`config.mk`:
```
export PLATFORM = sky130hd
export DESIGN_NAME = sram32x64_ctrl_flat
export DESIGN_NICKNAME = d
export VERILOG_FILES = /design/src/rtl/sram_ctrl_pkg.sv /design/src/rtl/sram32x64_ctrl_if.sv /design/src/rtl/sram_rr_arb2.sv /design/src/rtl/sram32x64_ctrl.sv /design/src/flat_wrapper.sv
export SDC_FILE = /design/constraint.sdc
export NUM_CORES = 1
export LEC_CHECK = 0
export ABC_AREA = 1
export CAP_MARGIN = 10
export CORE_MARGIN = 10
export CORE_UTILIZATION = 31
export DETAILED_ROUTE_END_ITERATION = 10
export PLACE_DENSITY = 0.67
export SLEW_MARGIN = 20
export SYNTH_ARGS = -nofsm -noshare
export SYNTH_HDL_FRONTEND = slang
export SYNTH_HIERARCHICAL = 1
export SYNTH_SLANG_ARGS = --single-unit
```
`constraint.sdc`:
```
create_clock -name clk -period 3 [get_ports clk]
set_input_delay 0.6 -clock clk [delete_from_list [all_inputs] [get_ports clk]]
set_output_delay 0.6 -clock clk [all_outputs]
set_load 0.05 [all_outputs]
```
`src/rtl/sram_ctrl_pkg.sv`:
```
// Shared types and helpers for the sram32x64 two-requester controller.
// Merge helpers operate on the widest supported word; callers size-cast in and out.
package sram_ctrl_pkg;

  typedef enum logic {IDLE, RMW_WR} state_t;

  localparam int unsigned MAX_DW = 64;
  localparam int unsigned MAX_BW = MAX_DW / 8;

  localparam logic [MAX_BW-1:0] BSTRB_FULL = '1;

  // Per-byte select: strobed bytes come from new data, others from the old word.
  function automatic logic [MAX_DW-1:0] byte_merge(
    input logic [MAX_DW-1:0] wdata,
    input logic [MAX_DW-1:0] old,
    input logic [MAX_BW-1:0] bstrb
  );
    logic [MAX_DW-1:0] r;
    r = '0;
    for (int unsigned k = 0; k < MAX_BW; k++) begin
      r[8*k +: 8] = bstrb[k] ? wdata[8*k +: 8] : old[8*k +: 8];
    end
    return r;
  endfunction

endpackage

```
`src/rtl/sram32x64_ctrl_if.sv`:
```
// Request/response bus between two requesters and the SRAM controller.
interface sram32x64_ctrl_if #(
  parameter int unsigned AW = 5,
  parameter int unsigned DW = 64
);
  logic [1:0]              req_valid;
  logic [1:0]              req_ready;
  logic [1:0]              req_we;
  logic [1:0][AW-1:0]      req_addr;
  logic [1:0][DW-1:0]      req_wdata;
  logic [1:0][DW/8-1:0]    req_bstrb;
  logic [1:0]              rsp_valid;
  logic [DW-1:0]           rsp_rdata;

  modport master (
    output req_valid, req_we, req_addr, req_wdata, req_bstrb,
    input  req_ready, rsp_valid, rsp_rdata
  );

  modport slave (
    input  req_valid, req_we, req_addr, req_wdata, req_bstrb,
    output req_ready, rsp_valid, rsp_rdata
  );
endinterface

```
`src/rtl/sram_rr_arb2.sv`:
```
// Two-way round-robin arbiter; the pointer moves to the loser after each grant.
module sram_rr_arb2 (
  input  logic       clk,
  input  logic       rstn,
  input  logic       en,
  input  logic [1:0] valid,
  output logic [1:0] gnt
);
  logic rr_ptr;

  always_comb begin
    gnt = '0;
    if (en) begin
      if (valid[0] && valid[1]) gnt[rr_ptr] = 1'b1;
      else                      gnt = valid;
    end
  end

  always_ff @(posedge clk or negedge rstn) begin
    if (!rstn)     rr_ptr <= 1'b0;
    else if (|gnt) rr_ptr <= gnt[0];
  end
endmodule

```
`src/rtl/sram32x64_ctrl.sv`:
```
// Shares one single-port sram32x64 between two requesters with round-robin
// arbitration, fixed-latency responses and read-modify-write for partial writes.
module sram32x64_ctrl
  import sram_ctrl_pkg::*;
#(
  parameter int unsigned AW = 5,
  parameter int unsigned DW = 64
) (
  input  logic                clk,
  input  logic                rstn,
  sram32x64_ctrl_if.slave     bus,
  output logic                sram_cs,
  output logic                sram_we,
  output logic [AW-1:0]       sram_a,
  output logic [DW-1:0]       sram_di,
  input  logic [DW-1:0]       sram_do
);
  localparam int unsigned BW = DW / 8;

  state_t state, state_nxt;

  logic [1:0]    gnt;
  logic          acc, sel_id, sel_we;
  logic          is_full, is_part;
  logic [AW-1:0] sel_addr;
  logic [DW-1:0] sel_wdata;
  logic [BW-1:0] sel_bstrb;

  logic          rmw_id;
  logic [AW-1:0] rmw_addr;
  logic [DW-1:0] rmw_wdata;
  logic [BW-1:0] rmw_bstrb;
  logic [1:0]    rsp_valid_q;
  logic          rsp_rd_q;
  logic [MAX_DW-1:0] merged_full;
  logic [DW-1:0] merged;

  // Gating with rstn keeps every output quiet while reset is held.
  sram_rr_arb2 u_arb (
    .clk   (clk),
    .rstn  (rstn),
    .en    ((state == IDLE) && rstn),
    .valid (bus.req_valid),
    .gnt   (gnt)
  );

  assign bus.req_ready = gnt;
  assign acc       = |gnt;
  assign sel_id    = gnt[1];
  assign sel_we    = bus.req_we[sel_id];
  assign sel_addr  = bus.req_addr[sel_id];
  assign sel_wdata = bus.req_wdata[sel_id];
  assign sel_bstrb = bus.req_bstrb[sel_id];
  assign is_full   = sel_we && (sel_bstrb == BSTRB_FULL[BW-1:0]);
  assign is_part   = sel_we && !is_full && (sel_bstrb != '0);

  assign merged_full = byte_merge(MAX_DW'(rmw_wdata), MAX_DW'(sram_do), MAX_BW'(rmw_bstrb));
  assign merged      = merged_full[DW-1:0];

  assign bus.rsp_valid = rsp_valid_q;
  assign bus.rsp_rdata = rsp_rd_q ? sram_do : '0;

  always_ff @(posedge clk or negedge rstn) begin
    if (!rstn) state <= IDLE;
    else       state <= state_nxt;
  end

  always_comb begin
    state_nxt = state;
    case (state)
      IDLE:    if (acc && is_part) state_nxt = RMW_WR;
      RMW_WR:  state_nxt = IDLE;
      default: state_nxt = IDLE;
    endcase
  end

  always_comb begin
    sram_cs = 1'b0;
    sram_we = 1'b0;
    sram_a  = '0;
    sram_di = '0;
    case (state)
      IDLE: begin
        if (acc && (!sel_we || is_full || is_part)) begin
          sram_cs = 1'b1;
          sram_a  = sel_addr;
          if (is_full) begin
            sram_we = 1'b1;
            sram_di = sel_wdata;
          end
        end
      end
      RMW_WR: begin
        sram_cs = 1'b1;
        sram_we = 1'b1;
        sram_a  = rmw_addr;
        sram_di = merged;
      end
      default: ;
    endcase
  end

  always_ff @(posedge clk or negedge rstn) begin
    if (!rstn) begin
      rsp_valid_q <= '0;
      rsp_rd_q    <= 1'b0;
      rmw_id      <= 1'b0;
      rmw_addr    <= '0;
      rmw_wdata   <= '0;
      rmw_bstrb   <= '0;
    end else begin
      rsp_valid_q <= '0;
      rsp_rd_q    <= 1'b0;
      if (state == RMW_WR) begin
        rsp_valid_q[rmw_id] <= 1'b1;
      end else if (acc && !is_part) begin
        rsp_valid_q[sel_id] <= 1'b1;
        rsp_rd_q            <= !sel_we;
      end
      if (acc && is_part) begin
        rmw_id    <= sel_id;
        rmw_addr  <= sel_addr;
        rmw_wdata <= sel_wdata;
        rmw_bstrb <= sel_bstrb;
      end
    end
  end
endmodule

```
`src/flat_wrapper.sv`:
```
// flat-port wrapper written by rule: the top's interface ports become plain ports
module sram32x64_ctrl_flat import sram_ctrl_pkg::*;
#(
  parameter int unsigned AW = 5,
  parameter int unsigned DW = 64
)
  (clk, rstn, sram_cs, sram_we, sram_a, sram_di, sram_do, bus_req_valid, bus_req_we, bus_req_addr, bus_req_wdata, bus_req_bstrb, bus_req_ready, bus_rsp_valid, bus_rsp_rdata);
  sram32x64_ctrl_if #(.AW(AW), .DW(DW)) bus_i ();
  input  logic clk;
  input  logic rstn;
  output logic sram_cs;
  output logic sram_we;
  output logic [AW-1:0] sram_a;
  output logic [DW-1:0] sram_di;
  input  logic [DW-1:0] sram_do;
  input wire logic [$bits(bus_i.req_valid)-1:0] bus_req_valid;
  input wire logic [$bits(bus_i.req_we)-1:0] bus_req_we;
  input wire logic [$bits(bus_i.req_addr)-1:0] bus_req_addr;
  input wire logic [$bits(bus_i.req_wdata)-1:0] bus_req_wdata;
  input wire logic [$bits(bus_i.req_bstrb)-1:0] bus_req_bstrb;
  output wire logic [$bits(bus_i.req_ready)-1:0] bus_req_ready;
  output wire logic [$bits(bus_i.rsp_valid)-1:0] bus_rsp_valid;
  output wire logic [$bits(bus_i.rsp_rdata)-1:0] bus_rsp_rdata;
  assign bus_i.req_valid = bus_req_valid;
  assign bus_i.req_we = bus_req_we;
  assign bus_i.req_addr = bus_req_addr;
  assign bus_i.req_wdata = bus_req_wdata;
  assign bus_i.req_bstrb = bus_req_bstrb;
  assign bus_req_ready = bus_i.req_ready;
  assign bus_rsp_valid = bus_i.rsp_valid;
  assign bus_rsp_rdata = bus_i.rsp_rdata;
  sram32x64_ctrl #(.AW(AW), .DW(DW)) u_core (.clk(clk), .rstn(rstn), .bus(bus_i), .sram_cs(sram_cs), .sram_we(sram_we), .sram_a(sram_a), .sram_di(sram_di), .sram_do(sram_do));
endmodule
```
Word level (Yosys, flattened, before mapping)
Cells that the tools add are included.

storage, ports and cells
  bits in writable memories = 0
  ROM bits = 0
  latch bits = 0
  memories = 0
  output and inout port bits = 139
  logic and storage cells = 75
  flip-flop bits (word level) = 83
  bits of input ports = 224

operators by class
  $add $sub $neg = 0
  div/mod/pow operators = 0
  shifts and indexed selects = 0
  equal/unequal tests = 1
  reductions and logical operators = 18
  order comparisons = 6
  bitwise gates (word level) = 1
  $mul = 0
  mux-type cells = 41

operator list
  kind                                                         number
  two-way mux 64 bit                                           5
  case mux 64 bit (2 select lines)                             1
  two-way mux 8 bit                                            10
  two-way mux 5 bit                                            3
  logical AND 1 bit                                            11
  two-way mux 1 bit                                            11
  case mux 5 bit (2 select lines)                              1
  equality test 8 bit (second input constant)                  1
  two-way mux 2 bit                                            4
  nonzero test 8 bit                                           1
  less-than comparator 1 x 2 -> 1 bit (second input constant)  3
  case mux 1 bit (2 select lines)                              3
  demux 1 bit (select 1 bit)                                   3
  >= comparator 1 bit (second input constant)                  3
  logical NOT 1 bit                                            3
  logical OR 1 bit                                             2
  OR reduction 2 bit                                           1
  inverter 1 bit                                               1

Logic depth before layout (Yosys ltp)
Gate-level depths: netlist of run 1.

  word-level depth = 17
  depth in mapped cells = 18
  depth with buffers taken out = 15

Cells and area by module
The synthesis of run 1 kept the hierarchy.

by module, submodules not included
  module          times used  area each (sq um)  seq. area each (sq um)  cells an instance
  sram32x64_ctrl  1           6488.7             2052.0                  967
  sram_rr_arb2    1           63.8               25.0                    11

Worst setup path before layout of run 1
OpenSTA, ideal clock, no wires.

  path type = input to output
  start = input rstn
  end = output sram_we
  data arrival time = 3.649 ns
  slack = -1.249 ns
  stages on the path = 11
  buffers on the path = 3
  required time = 2.400 ns
  cells stage by stage = inv_1 -> nor2_1 -> nand2_1 -> a21oi_1 -> buf_6 -> buf_2 -> nor2_1 -> inv_2 -> buf_2 -> nand2_1 -> o21ai_0

on the way
  word-level cells in the longest chain between the ends = 13
  elaborated cells on any way between the ends = 20
  those cells by class = 1 x eq/ne; 8 x mux; 11 x reduce/logical

RTL lines
  item                                                  RTL line              RTL
  start: declaration                                    flat_wrapper.sv:10    input logic rstn;
  logical AND 1 bit (*)                                 sram32x64_ctrl.sv:42  .en ((state == IDLE) && rstn),
  two-way mux 2 bit (*)                                 sram_rr_arb2.sv:13    if (en) begin
  named net bus_req_ready[1]                            flat_wrapper.sv:21    output wire logic [$bits(bus_i.req_ready)-1:0] bus_req_ready;
  two-way mux 8 bit (implied by the code) (2 in a row)  sram32x64_ctrl.sv:53  assign sel_bstrb = bus.req_bstrb[sel_id];
  equality test 8 bit                                   sram32x64_ctrl.sv:54  assign is_full = sel_we && (sel_bstrb == BSTRB_FULL[BW-1:0]);
  logical AND 1 bit                                     sram32x64_ctrl.sv:54
  logical NOT 1 bit                                     sram32x64_ctrl.sv:55  assign is_part = sel_we && !is_full && (sel_bstrb != '0);
  logical AND 1 bit (2 in a row)                        sram32x64_ctrl.sv:55
  logical OR 1 bit                                      sram32x64_ctrl.sv:84  if (acc && (!sel_we || is_full || is_part)) begin
  logical AND 1 bit                                     sram32x64_ctrl.sv:84
  two-way mux 1 bit (*)                                 sram32x64_ctrl.sv:84
  case mux 1 bit (2 select lines) (*)                   sram32x64_ctrl.sv:82  case (state)
  end: declaration                                      flat_wrapper.sv:12    output logic sram_we;

Mark *: on every way through the listed nets, which the timed path passes. The rest lies on a longest branch. The select of a mux whose other input is x is not followed.

Final worst setup path of run 1
  start = register u_core.state
  end = output sram_di[2]

on the way
  word-level cells in the longest chain between the ends = 14
  elaborated cells on any way between the ends = 23
  those cells by class = 1 x eq/ne; 10 x mux; 1 x bitwise; 11 x reduce/logical

RTL lines
  item                                                  RTL line                                    RTL
  start: declaration                                    sram32x64_ctrl.sv:20                        state_t state, state_nxt;
  start signal: assignment                              sram32x64_ctrl.sv:65                        else state <= state_nxt;
  inverter 1 bit                                        sram32x64_ctrl.sv:42, sram32x64_ctrl.sv:82
  logical AND 1 bit                                     sram32x64_ctrl.sv:42
  two-way mux 2 bit                                     sram_rr_arb2.sv:13
  two-way mux 8 bit (implied by the code) (2 in a row)  sram32x64_ctrl.sv:53
  equality test 8 bit                                   sram32x64_ctrl.sv:54
  logical AND 1 bit                                     sram32x64_ctrl.sv:54
  logical NOT 1 bit                                     sram32x64_ctrl.sv:55
  logical AND 1 bit (2 in a row)                        sram32x64_ctrl.sv:55
  logical OR 1 bit                                      sram32x64_ctrl.sv:84
  logical AND 1 bit                                     sram32x64_ctrl.sv:84
  two-way mux 64 bit                                    sram32x64_ctrl.sv:84
  case mux 64 bit (2 select lines) (*)                  sram32x64_ctrl.sv:82
  end: declaration                                      flat_wrapper.sv:14                          output logic [DW-1:0] sram_di;

Every way passes the cells marked *; elsewhere a longest branch is shown, timed or not. The select of a mux whose other input is x is not followed.

==> flow_results.org, run 1 <==
** Status
- Result of the run :: finished with violations
- Violated checks :: setup timing

** Critical path
- Largest fanout on the critical path :: 8
- The worst register-to-register path has a depth of 22.
- The endpoint identified for the worst register-to-register timing path is u_core/rmw_wdata[12].
- Kind of launch point of the worst setup path :: flop
- Setup slack on the worst reg-to-reg path comes out at 0.16 ns.
- Data on the critical path is required at its endpoint by 2.40 ns.
- Category of the worst setup path capture point :: output port
- Data arrival at the endpoint of the critical path :: 2.56 ns
- Crit Path Category :: reg -> out
- Reg-to-reg critical path startpoint :: u_core/state

** Routing
- Average wire per cell in the routed design :: 18.9 µm
- DRC violation count after routing :: 0
- Number of DRC markers in iteration 0 :: 317
- The detailed router placed 8162 vias in this run.
- Via count normalized by instance count :: 4.78
- Once detail routing completed, the nets flagged for antenna violations numbered 0.
- TritonRoute pass-1 iters :: 5
- Routed WL :: 32.2 mm

** Placement
- Port buffering added 362 buffers.
- Routability-driven placement congestion ratio :: 0.850
- Prior to clock tree synthesis, the placed netlist has a worst setup slack of -0.557 ns.
- Once placement finished, the instance area stood at 0.0126 mm².
- Final HPWL DP :: 24.4 mm
- Counting tap cells, the placed design contains a total of 1659 instances.

** Timing
- Setup repair after global routing could not meet its margin everywhere.
- The number of pins exceeding their max-slew limit in the final report came to 0.
- For the pin with the worst max-slew slack, the measured transition is 0.730 ns.
- Max-slew headroom :: 51.3%
- Worst setup slack after layout :: -0.164 ns
- Max Fclk :: 0.316 GHz
- Setup violations remaining at the end of the flow were counted as 70.
- Hold Vio Cnt, Final :: 0
- Post-route minimum period :: 3.16 ns
- Of the available clock period, the critical path in the final layout requires 105%.
- The clock arrives with 0.00377 ns of skew.
- Worst-case hold slack :: 0.207 ns

** Synthesis
- Average cell area after synthesis :: 6.70 µm²
- Post-synthesis cell count :: 978
- Summing every instance area after synthesis gives 0.00655 mm².
- Syn nets :: 1202
- Sequential cells were found to cover 31.7% of the synthesized design area.
- Post-synthesis register bit count :: 83
- During synthesis, Yosys emitted a total of 6 warnings.
- Yosys mapped the design onto 25 distinct sky130hd cell types.

** Floorplan
- Placeable core region :: 0.0209 mm²
- The die is 165 µm tall.
- Num rows :: 53
- 363 I/O pins were placed.
- From left edge to right edge, the die measures 165 µm.
- Floorplan die area :: 0.0274 mm²
- Once the floorplan was initialized, standard cells occupied 31.4% of the core.

** Cells and area
- Footprint of the multi-input gates :: 0.00474 mm²
- Once layout is done, the placed cells without fillers occupy 0.0138 mm².
- The post-route netlist has 35.8% of its cells at a drive strength greater than 1.
- Number of nets in the layout :: 1652
- Fill cells in the final layout number 1749.
- Antenna Diode Count :: 0
- Reg area :: 0.00208 mm²
- Area growth from synthesis to layout :: 110%
- Excluding fillers, the count of instances in the completed layout stands at 1708.

** Power and ir drop
- VDD sags by at most 0.349 mV.
- Per report_power, the sequential group accounts for 29.6% of the total.
- Summed over all nets, the switching power comes to 2580 µW.
- Net Sw Frac :: 40.9%
- For this design the ratio of total power to cell area is 459 mW/mm².
- Internal power :: 3740 µW
- Clock network fraction of design power :: 18.6%
- After layout, the design draws a total of 6320 µW.
- For this design the static power due to leakage is 0.00664 µW.
- Relative contribution of combinational cells to total power :: 51.8%

** Global route
- Final global-route overflow total :: 0
- Largest net degree at the start of global routing :: 75
- The number of global-route vias before repair came to 8578.
- Global-route wire length before repair :: 48.5 mm
- Total Routing Usage GR :: 22.6%
- The initial antenna violation count came to 1.

** CTS
- Number of levels the H-tree was split into :: 3
- TritonCTS clock tree :: done
- Hold buffer count at CTS :: 0
- In this run the deepest clock path goes through 2 buffers.
- Buffers inserted during clock tree synthesis total 9.
- Clock-pin transition on the worst setup and hold timing paths :: 0.06 ns
- Clock tree synthesis found a total of 83 sinks.
- Clock insertion delay at the later pin of the skew report :: 0.33 ns
- The root buffer cell chosen for the clock tree is clkbuf_16.

** Flow run
- Number of max-cap violations :: 0

** Min path
- Class of the tightest hold or removal check :: in -> async
[per-layer routing]
metal | wire, µm | GRT usage, % | vias to the layer above
met5 | 8 | 0 | -
met4 | 436 | 4.91 | 2
met3 | 2100 | 5.50 | 26
met2 | 16900 | 40.7 | 246
met1 | 12800 | 26.4 | 3854
li1 | - | - | 4034
[sequential cells by signal (all words and copies together) (netlist names)]
| name | count |
|---|---|
| u_core/rmw_bstrb | 8 |
| u_core/rmw_id | 1 |
| u_core/rsp_rd_q | 1 |
| u_core/rmw_addr | 5 |
| u_core/state | 1 |
| u_core/u_arb/rr_ptr | 1 |
| u_core/rmw_wdata | 64 |
| u_core/bus.rsp_valid | 2 |
[power by group through the flow]
stage	Sequential, µW	Clock [µW]	Combinational (µW)
floorplan	1650	0	2020
global placement	1870	0	3090
detailed placement	1880	0	3140
CTS	1870	1210	3250
global route	1920	1260	3510
finish	1870	1180	3280
[worst max-delay path, stage by stage (launching register included)]
cell	delay, ns
dfrtp_1	0.40
nor2_4	0.14
nand2_2	0.09
a21oi_4	0.24
buf_6	0.16
nand2_1	0.06
o21ai_2	0.08
nand2_2	0.09
nor2_4	0.15
nand4_4	0.15
buf_6	0.18
buf_16	0.16
o22ai_4	0.15
buf_12	0.16
[worst max-delay path by stage]
stage,start,to,slack (ns)
final,u_core/state,sram_di[2],-0.16
after global routing,u_core/state,sram_di[59],-0.27
after CTS,u_core/state,sram_di[52],-0.16
after detailed placement,bus_req_valid[1],sram_di[33],-0.56
after global placement,bus_req_valid[1],sram_di[63],-0.52
after floorplan,rstn,sram_di[10],-0.30
[cells by family (layout without fill, tap and decap cells)]
logic type	count (synthesis)	in the layout	synth area share, %
buf+inv	225	680	14.5
flops	83	83	31.7
simple gates	472	472	32.6
compound gates	134	134	11.5
mux	64	64	9.78
[cell usage after synthesis (all sizes together)]
| cell | n | share of area [%] |
|---|---|---|
| nand2 | 313 | 18 |
| dfrtp | 83 | 32 |
| o21ai | 67 | 5.1 |
| a21oi | 2 | 0.15 |
| clkbuf | 25 | 1.4 |
| nand3 | 84 | 7.2 |
| nor2 | 9 | 0.71 |
| or2 | 64 | 6.1 |
| a21boi | 1 | 0.11 |
| nand4 | 2 | 0.38 |
| buf | 47 | 4.2 |
| inv | 153 | 8.8 |
| mux2i | 64 | 9.8 |
| o22ai | 64 | 6.1 |
[layout by cell type (no fill, tap or decap), types with 3 or more instances in the layout]
master | synthesis | final
clkbuf_16 | 0 | 12
dfrtp_1 | 83 | 82
clkinv_2 | 0 | 3
buf_4 | 1 | 156
nor2_4 | 1 | 3
mux2i_1 | 64 | 64
o21ai_0 | 67 | 18
inv_1 | 150 | 147
nand3_2 | 10 | 18
o21ai_2 | 0 | 37
buf_12 | 0 | 75
nand2_2 | 4 | 32
o22ai_4 | 0 | 64
nand3_1 | 74 | 64
buf_6 | 6 | 22
clkdlybuf4s50_1 | 0 | 244
buf_16 | 0 | 8
nand2_1 | 308 | 280
o21ai_1 | 0 | 11
inv_8 | 0 | 3
nor2_1 | 6 | 4
or2_2 | 64 | 64
[area by class of cell]
type                       count  area share (%)
tap                          275            2.50
clock inverter                 5           0.564
clock buffer                  11            1.69
multi-input combinational    670            34.4
timing repair buffer         511            41.3
inverter                     153            4.38
sequential                    83            15.1
[stage by stage]
stage	setup TNS [ns]	utilization, %
global route	-16.03	65.9
floorplan	-17.85	-
global placement	-34.58	60.5
finish	-7.81	65.9
CTS	-9.56	65.2
detailed placement	-37.23	60.5
[what timing repair did]
action | 4_1_cts | 5_1_grt
cloned | 6 | 3
resized for setup | 142 | 18
endpoints found under the setup margin | 71 | 151
pin swaps | 19 | 9
setup buffers | 24 | 3
Power figures use the tool's default switching activity.
==> run 2, diff against run 1 <==
--- a/config.mk
+++ b/config.mk
@@ -6,6 +6,7 @@
 export NUM_CORES = 1
 export LEC_CHECK = 0
 export ABC_AREA = 1
+export ABC_CLOCK_PERIOD_IN_PS = 3000
 export CAP_MARGIN = 10
 export CORE_MARGIN = 10
 export CORE_UTILIZATION = 31
==> results of run 2 <==
No change in the layout: final DEF, timing and power equal those of run 1.
